**config.mk**
```make
export PLATFORM = sky130hd
export DESIGN_NAME = mc_fetch_datapath
export DESIGN_NICKNAME = d
export VERILOG_FILES = /design/src/rtl/mc_fetch_datapath.sv
export SDC_FILE = /design/constraint.sdc
export NUM_CORES = 1
export LEC_CHECK = 0
export BUFFER_PORTS_ARGS = -buffer_cell sky130_fd_sc_hd__buf_2
export CAP_MARGIN = 20
export CORE_AREA = 5 5 146 148
export CTS_BUF_LIST = sky130_fd_sc_hd__clkbuf_4 sky130_fd_sc_hd__clkbuf_8 sky130_fd_sc_hd__clkbuf_16
export CTS_CLUSTER_DIAMETER = 60
export CTS_CLUSTER_SIZE = 24
export DETAILED_ROUTE_END_ITERATION = 10
export DIE_AREA = 0 0 151 153
export GPL_ROUTABILITY_DRIVEN = 0
export GPL_TIMING_DRIVEN = 1
export HOLD_SLACK_MARGIN = 0.1
export PLACE_DENSITY = 0.79
export SETUP_SLACK_MARGIN = 0.15
export SYNTH_ARGS = -nofsm -noshare
export SYNTH_HDL_FRONTEND = slang
export SYNTH_SLANG_ARGS = --single-unit
```
**constraint.sdc**
```tcl
create_clock -name clk -period 6.8 [get_ports clk]
set_input_delay 0.34 -clock clk [delete_from_list [all_inputs] [get_ports clk]]
set_output_delay 0.34 -clock clk [all_outputs]
set_load 0.1 [all_outputs]
```
**src/rtl/mc_fetch_datapath.sv**
```systemverilog
`default_nettype none
// ============================================================================
//  Module      : mc_fetch_datapath
//  Description : Datapath front end for the multicycle controller. Holds
//                PC, OldPC, IR, data and ALUOut registers. Provides the
//                Adr and Result muxes, the immediate extender and the
//                decoded instruction fields that go back to the controller.
//  Ports       : clk, reset          - clock, async active-high reset
//                PCWrite, IRWrite    - register load enables from controller
//                AdrSrc, ResultSrc   - address / result mux selects
//                ImmSrc              - immediate format (I/S/B/J)
//                ReadData, ALUResult - memory read data, ALU output
//                Adr, PC, OldPC, Instr, Data, ALUOut, Result, ImmExt
//                op, funct3, funct7b5, rs1, rs2, rd - decoded fields
//                InstrValid, FetchCount - fetch status
//  Revision    : 1.0 - initial release
// ============================================================================
module mc_fetch_datapath #(
  parameter logic [31:0] RESET_PC  = 32'h0000_0000,
  parameter logic [31:0] NOP_INSTR = 32'h0000_0013
) (
  input  logic        clk,
  input  logic        reset,
  input  logic        PCWrite,
  input  logic        IRWrite,
  input  logic        AdrSrc,
  input  logic [1:0]  ResultSrc,
  input  logic [1:0]  ImmSrc,
  input  logic [31:0] ReadData,
  input  logic [31:0] ALUResult,
  output logic [31:0] Adr,
  output logic [31:0] PC,
  output logic [31:0] OldPC,
  output logic [31:0] Instr,
  output logic [31:0] Data,
  output logic [31:0] ALUOut,
  output logic [31:0] Result,
  output logic [31:0] ImmExt,
  output logic [6:0]  op,
  output logic [2:0]  funct3,
  output logic        funct7b5,
  output logic [4:0]  rs1,
  output logic [4:0]  rs2,
  output logic [4:0]  rd,
  output logic        InstrValid,
  output logic [31:0] FetchCount
);

  localparam logic [1:0] c_RES_ALUOUT = 2'b00;
  localparam logic [1:0] c_RES_DATA   = 2'b01;
  localparam logic [1:0] c_RES_ALURES = 2'b10;

  localparam logic [1:0] c_IMM_I = 2'b00;
  localparam logic [1:0] c_IMM_S = 2'b01;
  localparam logic [1:0] c_IMM_B = 2'b10;

  logic [31:0] r_pc;
  logic [31:0] r_old_pc;
  logic [31:0] r_instr;
  logic [31:0] r_data;
  logic [31:0] r_alu_out;
  logic        r_instr_valid;
  logic [31:0] r_fetch_count;

  logic [31:0] w_result;
  logic [31:0] w_imm_ext;

  // OldPC samples the pre-update PC on the same edge PC may be reloaded,
  // so a combined fetch (PCWrite & IRWrite) captures the fetched
  // instruction's own address.
  always_ff @(posedge clk or posedge reset) begin
    if (reset) begin
      r_pc          <= RESET_PC;
      r_old_pc      <= RESET_PC;
      r_instr       <= NOP_INSTR;
      r_data        <= 32'h0;
      r_alu_out     <= 32'h0;
      r_instr_valid <= 1'b0;
      r_fetch_count <= 32'h0;
    end else begin
      r_data    <= ReadData;
      r_alu_out <= ALUResult;
      if (PCWrite) begin
        r_pc <= w_result;
      end
      if (IRWrite) begin
        r_instr       <= ReadData;
        r_old_pc      <= r_pc;
        r_instr_valid <= 1'b1;
        r_fetch_count <= r_fetch_count + 32'd1;
      end
    end
  end

  // Case-based mux: unselected inputs never reach the output, and the
  // reserved select drives zero.
  always_comb begin
    w_result = 32'h0;
    case (ResultSrc)
      c_RES_ALUOUT: w_result = r_alu_out;
      c_RES_DATA:   w_result = r_data;
      c_RES_ALURES: w_result = ALUResult;
      default:      w_result = 32'h0;
    endcase
  end

  always_comb begin
    w_imm_ext = 32'h0;
    case (ImmSrc)
      c_IMM_I: w_imm_ext = {{20{r_instr[31]}}, r_instr[31:20]};
      c_IMM_S: w_imm_ext = {{20{r_instr[31]}}, r_instr[31:25], r_instr[11:7]};
      c_IMM_B: w_imm_ext = {{19{r_instr[31]}}, r_instr[31], r_instr[7],
                            r_instr[30:25], r_instr[11:8], 1'b0};
      default: w_imm_ext = {{11{r_instr[31]}}, r_instr[31], r_instr[19:12],
                            r_instr[20], r_instr[30:21], 1'b0};
    endcase
  end

  assign Adr        = AdrSrc ? w_result : r_pc;
  assign Result     = w_result;
  assign ImmExt     = w_imm_ext;
  assign PC         = r_pc;
  assign OldPC      = r_old_pc;
  assign Instr      = r_instr;
  assign Data       = r_data;
  assign ALUOut     = r_alu_out;
  assign InstrValid = r_instr_valid;
  assign FetchCount = r_fetch_count;

  assign op       = r_instr[6:0];
  assign funct3   = r_instr[14:12];
  assign funct7b5 = r_instr[30];
  assign rs1      = r_instr[19:15];
  assign rs2      = r_instr[24:20];
  assign rd       = r_instr[11:7];

endmodule
`default_nettype wire

```
==> out/metrics.yaml, run 1 <==
synthesis:
  yosys.area_share.adder_pct: 0.154
  yosys.area_share.xor_xnor_pct: 3.45
  postSynthCellCount: 701
  synth_commonest_cells: "dfrtp_1, nor2_1, a21oi_1, mux2_2, buf_4"
  yosysUniqueCellTypes: 29
  complex_gate_fraction_of_the_synthesized_area_pct: 6.92
  synth_top_family_by_area: "multiplexers"
  post_synth_main_area_contributors: "dfrtp_1, mux2_2, a21oi_1"
  yosys.area.top_type_share_pct: 58.5
  synth.yosys.seq_area_share_pct: 59.4
  asyncSetResetFlopFracSynth_pct: 100
  synthesis_stage_register_bit_count: 193
  synth_top_flop_cell: "dfrtp_1"
  edff_count_synth: 0
  synthMostInstantiatedCell: "dfrtp_1"
  synth_top_area_cell: "dfrtp_1"
  syn-cell-area_um2: 8130
  synthSimpleGateAreaFrac_pct: 8.94
  synthesis.nets: 775
  ys.warnings.count: 0
  multiplexer_area_fraction_after_synthesis_pct: 13.7
  average_cell_area_after_synthesis_um2: 11.6
power:
  powerDensity_nw_per_um2: 378
  worst_ir_drop_vdd_mv: 0.234
  total_leakage_power_uw: 0.00578
setup_path:
  setup.worst_path.start_class: "input pin"
  critPathMaxFanout: 33
  setup.worst_path.end_class: "output pin"
  critPathRequiredTime_ps: 6460
  setup.worst_path.class: "input pin to output pin"
  critPathArrivalTime_ps: 2750
  worst-r2r-cell-count: 5
detailed_routing:
  dr.first_iter.drc_count: 369
  routed_length_per_instance_um: 18.8
  route.detailed.drc: 0
  vias_per_cell: 4.98
  routed-via-count: 6869
  drt.antenna.violating_nets: 0
  first_pass_iters: 5
  totalWireLength_mm: 25.9
cts:
  setup_repair_bufs_after_cts: 0
  cts_root_buffer: "clkbuf_16"
  cts_tree: "done"
  cts-resized-gates: 0
  cts_made_buffers: 17
  clock_sink_count: 193
  htree_levels: 4
  cts-root-to-sink-buffers: 2
  clkSlewWorstSetupHoldPaths_ps: 80
  clk_latency_ps: 420
  cts_hold_buf: 65
cells_and_area:
  growth_of_design_area_from_synthesis_to_finish_pct: 37.7
  drive_gt1_share_pct: 46.3
  layout.nets: 1171
  insertedDiodeCount: 0
sta:
  post-route-min-period_ps: 3090
  worst_slew_margin_rel_pct: 31.4
  hold-worst-slack_ps: 474
  worst_clock_skew_ps: 11.7
  layout_worst_path_cycle_share_pct: 45.4
  rsz0062_at_grt: "false"
  timing.setup.tns_ps: 0
  hold_violations: 0
  setup_viol: 0
  count_of_final_max_slew_check_failures: 0
  max_freq_mhz: 324
  tightest_slew_ps: 1030
floorplan:
  floorplan.rows: 52
  initial_utilization_pct: 40.8
  core_um2: 19900
  die-area_um2: 23100
  io-pin-count: 388
  die_y_um: 153
  floorplan.die.width_um: 151
job:
  maxCapViolations: 0
hold_path:
  worstHoldPathType: "register to register"
  worst_hold_path.num_cells: 1
grt:
  grt_start_max_net_pins: 123
  first_pass_grt_wire_length_mm: 39.6
  grt_overflow: 0
  antenna_violations_before_repair: 1
  first_global_vias: 7119
  grt.total_usage_pct: 22.1
placed_design:
  io_buffers: 387
  detailed_place_hpwl_mm: 18.2
outcome:
  status: "complete, no violations"
## placed cells by master (no fill, tap or decap), drive strengths merged
master       count
nand3           12
xnor2           23
xor2             9
a21boi           1
and4             1
inv             41
and3             7
nor4             2
dfrtp          190
a31o             8
nand4           15
clkinv           5
nor2b            1
nor2           105
mux2            69
dlygate4sd3     65
mux2i           34
a21oi           97
clkbuf          19
nand2            7
or2              1
buf            392
nor3             2
ha               1
dfstp            3
## power by group
group,internal (uW),total [uW],leakage (uW),switching (uW)
combinational,271,1910,0.00320,1630
sequential,1260,1370,0.00231,111
clock,493,956,0.000280,464
## worst max-delay path, cell delays in order
cell,delay [ps]
buf_2,80
buf_4,380
nor2b_4,930
a21oi_1,280
a21oi_1,250
buf_2,460
## per-stage QoR
step / power [uW] / std cells / util (%) / instance area, um2 / setup slack [ps]
after floorplan: 2990 / 701 / - / 8130 / 1210
after global placement: 3250 / 1283 / 50.2 / 9990 / 3810
after detailed placement: 3270 / 1283 / 50.2 / 9990 / 3750
after CTS: 4260 / 1380 / 56.2 / 11200 / 3750
after global routing: 4370 / 1380 / 56.2 / 11200 / 3600
final: 4230 / 1380 / 56.2 / 11200 / 3710
## layer usage
layer / GRT usage, % / wire, um / vias to the layer above
li1: - / - / 3120
met1: 26.4 / 9980 / 3325
met2: 37.4 / 13000 / 364
met3: 6.46 / 2180 / 60
met4: 8.33 / 767 / 0
met5: 0 / 0 / -
## final timing paths
path	slack, ps	start	to
max	3710	ResultSrc[1]	Adr[4]
min	470	FetchCount[31]	FetchCount[31]
max reg2reg	4930	FetchCount[0]	FetchCount[20]
min reg2reg	470	FetchCount[31]	FetchCount[31]
max in group asynchronous	4680	reset	OldPC[11]
min in group asynchronous	620	reset	FetchCount[28]
## state kept, by name, indices dropped and copies added, names as in the netlist
| register | count |
|---|---|
| InstrValid | 1 |
| FetchCount | 32 |
| Instr | 32 |
| ALUOut | 32 |
| Data | 32 |
| PC | 32 |
| OldPC | 32 |
## layout make-up
cell class                 count  area (um2)
tap                          270         338
timing repair buffer         457        2630
clock buffer                  19         440
multi-input combinational    395        2710
sequential                   193        4830
clock inverter                13         118
inverter                      33         131
fill                        1651        8710
## logic make-up (layout without fill, tap and decap cells)
kind of cell,after synthesis,in the layout
xor gates and xnor gates,32,32
adders and majority gates,1,1
and+or+nand+nor,153,153
buffers and inverters,113,522
AOI/OAI and AO/OA,106,106
muxes,103,103
DFF,193,193
(Power assumes the default switching activity.)
==> inputs of run 2 (changes only) <==
--- a/config.mk
+++ b/config.mk
@@ -5,14 +5,15 @@
 export SDC_FILE = /design/constraint.sdc
 export NUM_CORES = 1
 export LEC_CHECK = 0
+export ABC_AREA = 1
 export BUFFER_PORTS_ARGS = -buffer_cell sky130_fd_sc_hd__buf_2
 export CAP_MARGIN = 20
-export CORE_AREA = 5 5 146 148
+export CORE_AREA = 5 5 149 151
 export CTS_BUF_LIST = sky130_fd_sc_hd__clkbuf_4 sky130_fd_sc_hd__clkbuf_8 sky130_fd_sc_hd__clkbuf_16
 export CTS_CLUSTER_DIAMETER = 60
 export CTS_CLUSTER_SIZE = 24
 export DETAILED_ROUTE_END_ITERATION = 10
-export DIE_AREA = 0 0 151 153
+export DIE_AREA = 0 0 154 156
 export GPL_ROUTABILITY_DRIVEN = 0
 export GPL_TIMING_DRIVEN = 1
 export HOLD_SLACK_MARGIN = 0.1
==> constraint.sdc (replaced) <==
create_clock -name clk -period 3.1 [get_ports clk]
set_input_delay 0.155 -clock clk [delete_from_list [all_inputs] [get_ports clk]]
set_output_delay 0.155 -clock clk [all_outputs]
set_load 0.1 [all_outputs]
==> out/metrics.yaml, run 2 <==
floorplan:
  io-pin-count: 388
  die-area_um2: 24000
  initial_utilization_pct: 40.9
  floorplan.rows: 53
  floorplan.die.width_um: 154
  core_um2: 20700
  die_y_um: 156
synthesis:
  synth_commonest_cells: "nand2_1, dfrtp_1, nand3_1, buf_4, inv_1"
  ys.warnings.count: 0
  synth_top_flop_cell: "dfrtp_1"
  postSynthCellCount: 1000
  yosys.area.top_type_share_pct: 56.2
  synth_top_area_cell: "dfrtp_1"
  asyncSetResetFlopFracSynth_pct: 100
  synth.yosys.seq_area_share_pct: 57.2
  post_synth_main_area_contributors: "dfrtp_1, nand2_1, nand3_1"
  synthesis.nets: 1074
  average_cell_area_after_synthesis_um2: 8.45
  synthMostInstantiatedCell: "nand2_1"
  edff_count_synth: 0
  syn-cell-area_um2: 8450
  synthesis_stage_register_bit_count: 193
  yosysUniqueCellTypes: 23
grt:
  use_met2_pct: 40.7
  grt_use_met3_pct: 6.02
  grt_start_max_net_pins: 79
  antenna_violations_before_repair: 0
  grt.total_usage_pct: 25.3
  grt_most_used_layer: "met2"
  first_pass_grt_wire_length_mm: 47.7
  grt_overflow: 0
  grtUsageMet1_pct: 33.8
  first_global_vias: 8240
hold_path:
  worstHoldStart: "PCWrite"
  hold_path_end: "PC[1]"
  worstHoldPathType: "input pin to register"
  worst_hold_path.num_cells: 4
cells_and_area:
  most-common-layout-cells: "nand2_1, buf_2, dfrtp_1, nand3_1, dlygate4sd3_1"
  insertedDiodeCount: 0
  growth_of_design_area_from_synthesis_to_finish_pct: 37.0
  drive_gt1_share_pct: 32.3
  layout.cells.most_common: "nand2_1"
  layout.nets: 1469
  fill_cells: 1879
  layout.cells.non_filler: 1683
job:
  maxCapViolations: 0
cts:
  setup_repair_bufs_after_cts: 0
  clock_sink_count: 193
  clk_latency_ps: 430
  clkSlewWorstSetupHoldPaths_ps: 80
  cts_root_buffer: "clkbuf_16"
  htree_levels: 4
  cts_made_buffers: 17
  cts-root-to-sink-buffers: 2
  cts_tree: "done"
sta:
  layout_worst_path_cycle_share_pct: 65.3
  tightest_slew_ps: 1040
  count_of_final_max_slew_check_failures: 0
  timing.setup.tns_ps: 0
  rsz0062_at_grt: "false"
  worst_slew_margin_rel_pct: 30.4
  hold_violations: 0
  post-route-min-period_ps: 2020
  worst_clock_skew_ps: 14.6
  setup_viol: 0
  max_freq_mhz: 494
setup_path:
  critPathRequiredTime_ps: 2940
  setup.worst_path.start_class: "input pin"
  rrSetupSlack_ps: 1600
  worstReg2RegEnd: "FetchCount[20]"
  critPathArrivalTime_ps: 1870
  setup.worst_path.class: "input pin to output pin"
  setup.worst_path.end_class: "output pin"
  worst-r2r-cell-count: 7
  crit-reg2reg-launch: "FetchCount[0]"
  critPathMaxFanout: 32
outcome:
  status: "complete, no violations"
detailed_routing:
  vias_per_cell: 4.97
  first_pass_iters: 8
  drt.antenna.violating_nets: 0
  route.detailed.drc: 0
  dr.first_iter.drc_count: 819
  routed_length_per_instance_um: 18.3
  routed-via-count: 8369
  totalWireLength_mm: 30.8
power:
  powerDensity_nw_per_um2: 781
  worst_ir_drop_vdd_mv: 0.837
  total_leakage_power_uw: 0.00646
  totalPowerFinal_uw: 9040
placed_design:
  detailed_place_hpwl_mm: 22.4
  io_buffers: 387
  place.detailed.instances: 1585
run 2: layer usage:
layer  up-vias  part of all wire [%]
met4         0                   3.1
met5         -                     0
met1      3971                    41
li1       3862                     -
met2       453                    48
met3        83                   8.4
run 2: what timing repair did:
item / CTS / global route
hold buffers: 65 / 0
gates resized for setup: 0 / 0
endpoints found under the hold margin: 118 / 0
run 2: critical path, stage by stage:
cell and delay (ps):
buf_2 210, inv_2 530, nand3_1 170, nand3_1 230, nand2_1 70, nand2_1 60, buf_2 410
run 2: how the worst max path moves through the flow:
stage | depth (start not counted) | endpoint | start | slack (ps)
5_1_grt | 3 | ImmExt[16] | Instr[31] | 940
6_report | 7 | Adr[16] | ResultSrc[0] | 1080
3_3_place_gp | 7 | Adr[10] | ResultSrc[0] | 1150
4_1_cts | 3 | ImmExt[17] | Instr[31] | 1090
2_1_floorplan | 2 | ImmExt[11] | Instr[31] | 180
3_5_place_dp | 7 | Adr[7] | ResultSrc[0] | 1120
run 2: layout make-up:
| cell class | instances | area (um2) | share of cell area [%] |
|---|---|---|---|
| sequential | 193 | 4830 | 41.7 |
| multi-input combinational | 672 | 2920 | 25.2 |
| timing repair buffer | 465 | 2730 | 23.6 |
| clock buffer | 18 | 433 | 3.74 |
| tap | 275 | 344 | 2.97 |
| inverter | 46 | 176 | 1.52 |
| clock inverter | 14 | 148 | 1.27 |
run 2: per-stage QoR:
step / worst slack (ps) / hold slack [ps] / area [um2] / utilization (%)
global route: 942 / 281 / 11600 / 56.0
floorplan: 185 / 186 / 8460 / -
finish: 1080 / 273 / 11600 / 56.0
CTS: 1090 / 239 / 11600 / 55.8
global placement: 1150 / 252 / 10300 / 49.9
detailed placement: 1120 / 250 / 10300 / 49.9
run 2: kinds of logic after synthesis:
logic type                 Yosys count  share of synthesized area, %
buffers and inverters              135                          8.32
DFF                                193                          57.2
AOI/OAI and AO/OA                   30                          1.82
xor gates and xnor gates            24                          2.49
and+or+nand+nor                    617                          30.0
adders and majority gates            1                         0.148
run 2: power breakdown:
part           leakage [uW]  internal [uW]  switching, uW
Sequential          0.00239           2740            227
Combinational       0.00380            500           3400
Clock              0.000279           1150           1030
Total               0.00646           4380           4660
==> inputs of run 3 (changes only) <==
--- a/config.mk
+++ b/config.mk
@@ -8,16 +8,16 @@
 export ABC_AREA = 1
 export BUFFER_PORTS_ARGS = -buffer_cell sky130_fd_sc_hd__buf_2
 export CAP_MARGIN = 20
-export CORE_AREA = 5 5 149 151
+export CORE_MARGIN = 5
+export CORE_UTILIZATION = 43
 export CTS_BUF_LIST = sky130_fd_sc_hd__clkbuf_4 sky130_fd_sc_hd__clkbuf_8 sky130_fd_sc_hd__clkbuf_16
 export CTS_CLUSTER_DIAMETER = 60
 export CTS_CLUSTER_SIZE = 24
 export DETAILED_ROUTE_END_ITERATION = 10
-export DIE_AREA = 0 0 154 156
 export GPL_ROUTABILITY_DRIVEN = 0
 export GPL_TIMING_DRIVEN = 1
 export HOLD_SLACK_MARGIN = 0.1
-export PLACE_DENSITY = 0.79
+export PLACE_DENSITY = 0.84
 export SETUP_SLACK_MARGIN = 0.15
 export SYNTH_ARGS = -nofsm -noshare
 export SYNTH_HDL_FRONTEND = slang
==> constraint.sdc (replaced) <==
create_clock -name clk -period 1.7 [get_ports clk]
set_input_delay 0.085 -clock clk [delete_from_list [all_inputs] [get_ports clk]]
set_output_delay 0.085 -clock clk [all_outputs]
set_load 0.1 [all_outputs]
==> out/metrics.yaml, run 3 (synthesized netlist as in run 2, its figures left out) <==
detailed_routing:
  highest_metal_layer_used_by_the_detailed_router: "met4"
  met1Wirelength_mm: 13.4
  route.detailed.drc: 0
  totalWireLength_mm: 37.0
  vias_per_cell: 5.33
  dr.first_iter.drc_count: 686
  wl_met2_mm: 18.5
  dr_wl_met3_mm: 3.21
  drt.antenna.violating_nets: 0
  routed-via-count: 9331
  routed_length_per_instance_um: 21.1
  first_pass_iters: 6
cts:
  htree_levels: 4
  clock_sink_count: 193
  clkSlewWorstSetupHoldPaths_ps: 70
  cts_root_buffer: "clkbuf_16"
  cts-root-to-sink-buffers: 2
  clk_latency_ps: 430
  cts_tree: "done"
  cts_made_buffers: 17
floorplan:
  floorplan.die.width_um: 150
  core_um2: 19400
  die-area_um2: 22600
  initial_utilization_pct: 43.6
  die_y_um: 150
  floorplan.rows: 51
  io-pin-count: 388
sta:
  layout_worst_path_cycle_share_pct: 92.3
  worst_slew_margin_rel_pct: 61.0
  worst_clock_skew_ps: 12.1
  post-route-min-period_ps: 1570
  count_of_final_max_slew_check_failures: 0
  rsz0062_at_grt: "true"
  hold-worst-slack_ps: 185
  max_freq_mhz: 638
  setup_viol: 0
  tightest_slew_ps: 584
  hold_violations: 0
power:
  total_leakage_power_uw: 0.00745
  worst_ir_drop_vdd_mv: 1.19
  powerDensity_nw_per_um2: 1270
placed_design:
  io_buffers: 387
  detailed_place_hpwl_mm: 24.8
  dpl-instance-area_um2: 12200
setup_path:
  crit_path_top_delay_cell: "buf_2"
  crit_path_frequent_cell: "buf_2"
  setup.worst_path.start_class: "register"
  setup.worst_path.end_class: "output pin"
  crit_chain: "buf_2 -> buf_2"
  setup.worst_path.class: "register to output pin"
  critPathMaxFanout: 7
  critPathArrivalTime_ps: 1480
  critical_path.n_buffers_inverters: 2
  max_stage_delay_ps: 440
  critical_path.top_delay_family: "buffers and inverters"
  critPathRequiredTime_ps: 1620
grt:
  grt_start_max_net_pins: 68
  antenna_violations_before_repair: 0
  first_pass_grt_wire_length_mm: 53.4
  grt_overflow: 0
  first_global_vias: 9279
  grt.total_usage_pct: 31.0
cells_and_area:
  layout.cells.most_common: "nand2_1"
  drive_gt1_share_pct: 43.9
  most-common-layout-cells: "nand2_1, buf_2, dfrtp_1, buf_12, buf_4"
  post-route-cell-area_um2: 14200
  area.sequential_um2: 4840
  layout.nets: 1546
  growth_of_design_area_from_synthesis_to_finish_pct: 67.8
  fill_cells: 1250
  multi_input_comb_area_um2: 3690
  insertedDiodeCount: 0
hold_path:
  worstHoldPathType: "input pin to async pin"
outcome:
  status: "complete, no violations"
job:
  maxCapViolations: 0
## run 3: tightest hold or removal path, cell delays in order
cell and delay (ps):
dlygate4sd3_1 560, buf_2 140, clkinvlp_4 200
## run 3: repair_timing
item,CTS,global route
cloned,0,1
endpoints found under the setup margin,38,68
pin swaps,30,30
hold endpoints to repair,299,0
setup buffers,39,25
hold buffers,67,0
resized for setup,16,56
## run 3: path summary, 6_finish.rpt
check / startpoint / endpoint / slack, ps / cells after the start
max: Instr[31] / Instr[31] / 130 / 2
min: reset / Instr[18] / 190 / 3
max reg2reg: FetchCount[0] / FetchCount[20] / 280 / 7
min reg2reg: OldPC[30] / OldPC[30] / 470 / 2
max in group asynchronous: reset / OldPC[16] / 880 / 4
min in group clk: ReadData[11] / Data[11] / 310 / 2
## run 3: layout make-up
type / count / share of cell area [%]
flip-flops and latches: 193 / 34.2
repair buffers: 542 / 31.9
multi-input cells: 672 / 26.0
clock buffers: 18 / 3.10
well taps: 265 / 2.34
inverters: 46 / 1.28
clock inverters: 14 / 1.21
## run 3: stage by stage
| step | total power, uW | util (%) | TNS [ps] | setup slack, ps | instances |
|---|---|---|---|---|---|
| 5_1_grt | 18500 | 73.1 | 0 | 47.2 | 1750 |
| 3_3_place_gp | 13300 | 62.7 | 0 | 185 | 1586 |
| 2_1_floorplan | 11500 | - | -191020 | -873 | 1000 |
| 6_report | 18000 | 73.1 | 0 | 132 | 1750 |
| 4_1_cts | 17800 | 71.0 | 0 | 108 | 1724 |
| 3_5_place_dp | 13400 | 62.7 | 0 | 141 | 1586 |
## run 3: power by group
group / leakage, uW / switching (uW) / internal (uW)
logic: 0.00477 / 6590 / 1780
registers: 0.00238 / 451 / 4990
clock network: 0.000305 / 1910 / 2270
total: 0.00745 / 8950 / 9050
## run 3: per-layer routing
metal / up-vias / global-route usage [%]
met5: - / 0
met4: 0 / 15.3
met3: 152 / 7.53
met2: 635 / 52.1
met1: 4516 / 37.5
li1: 4028 / -
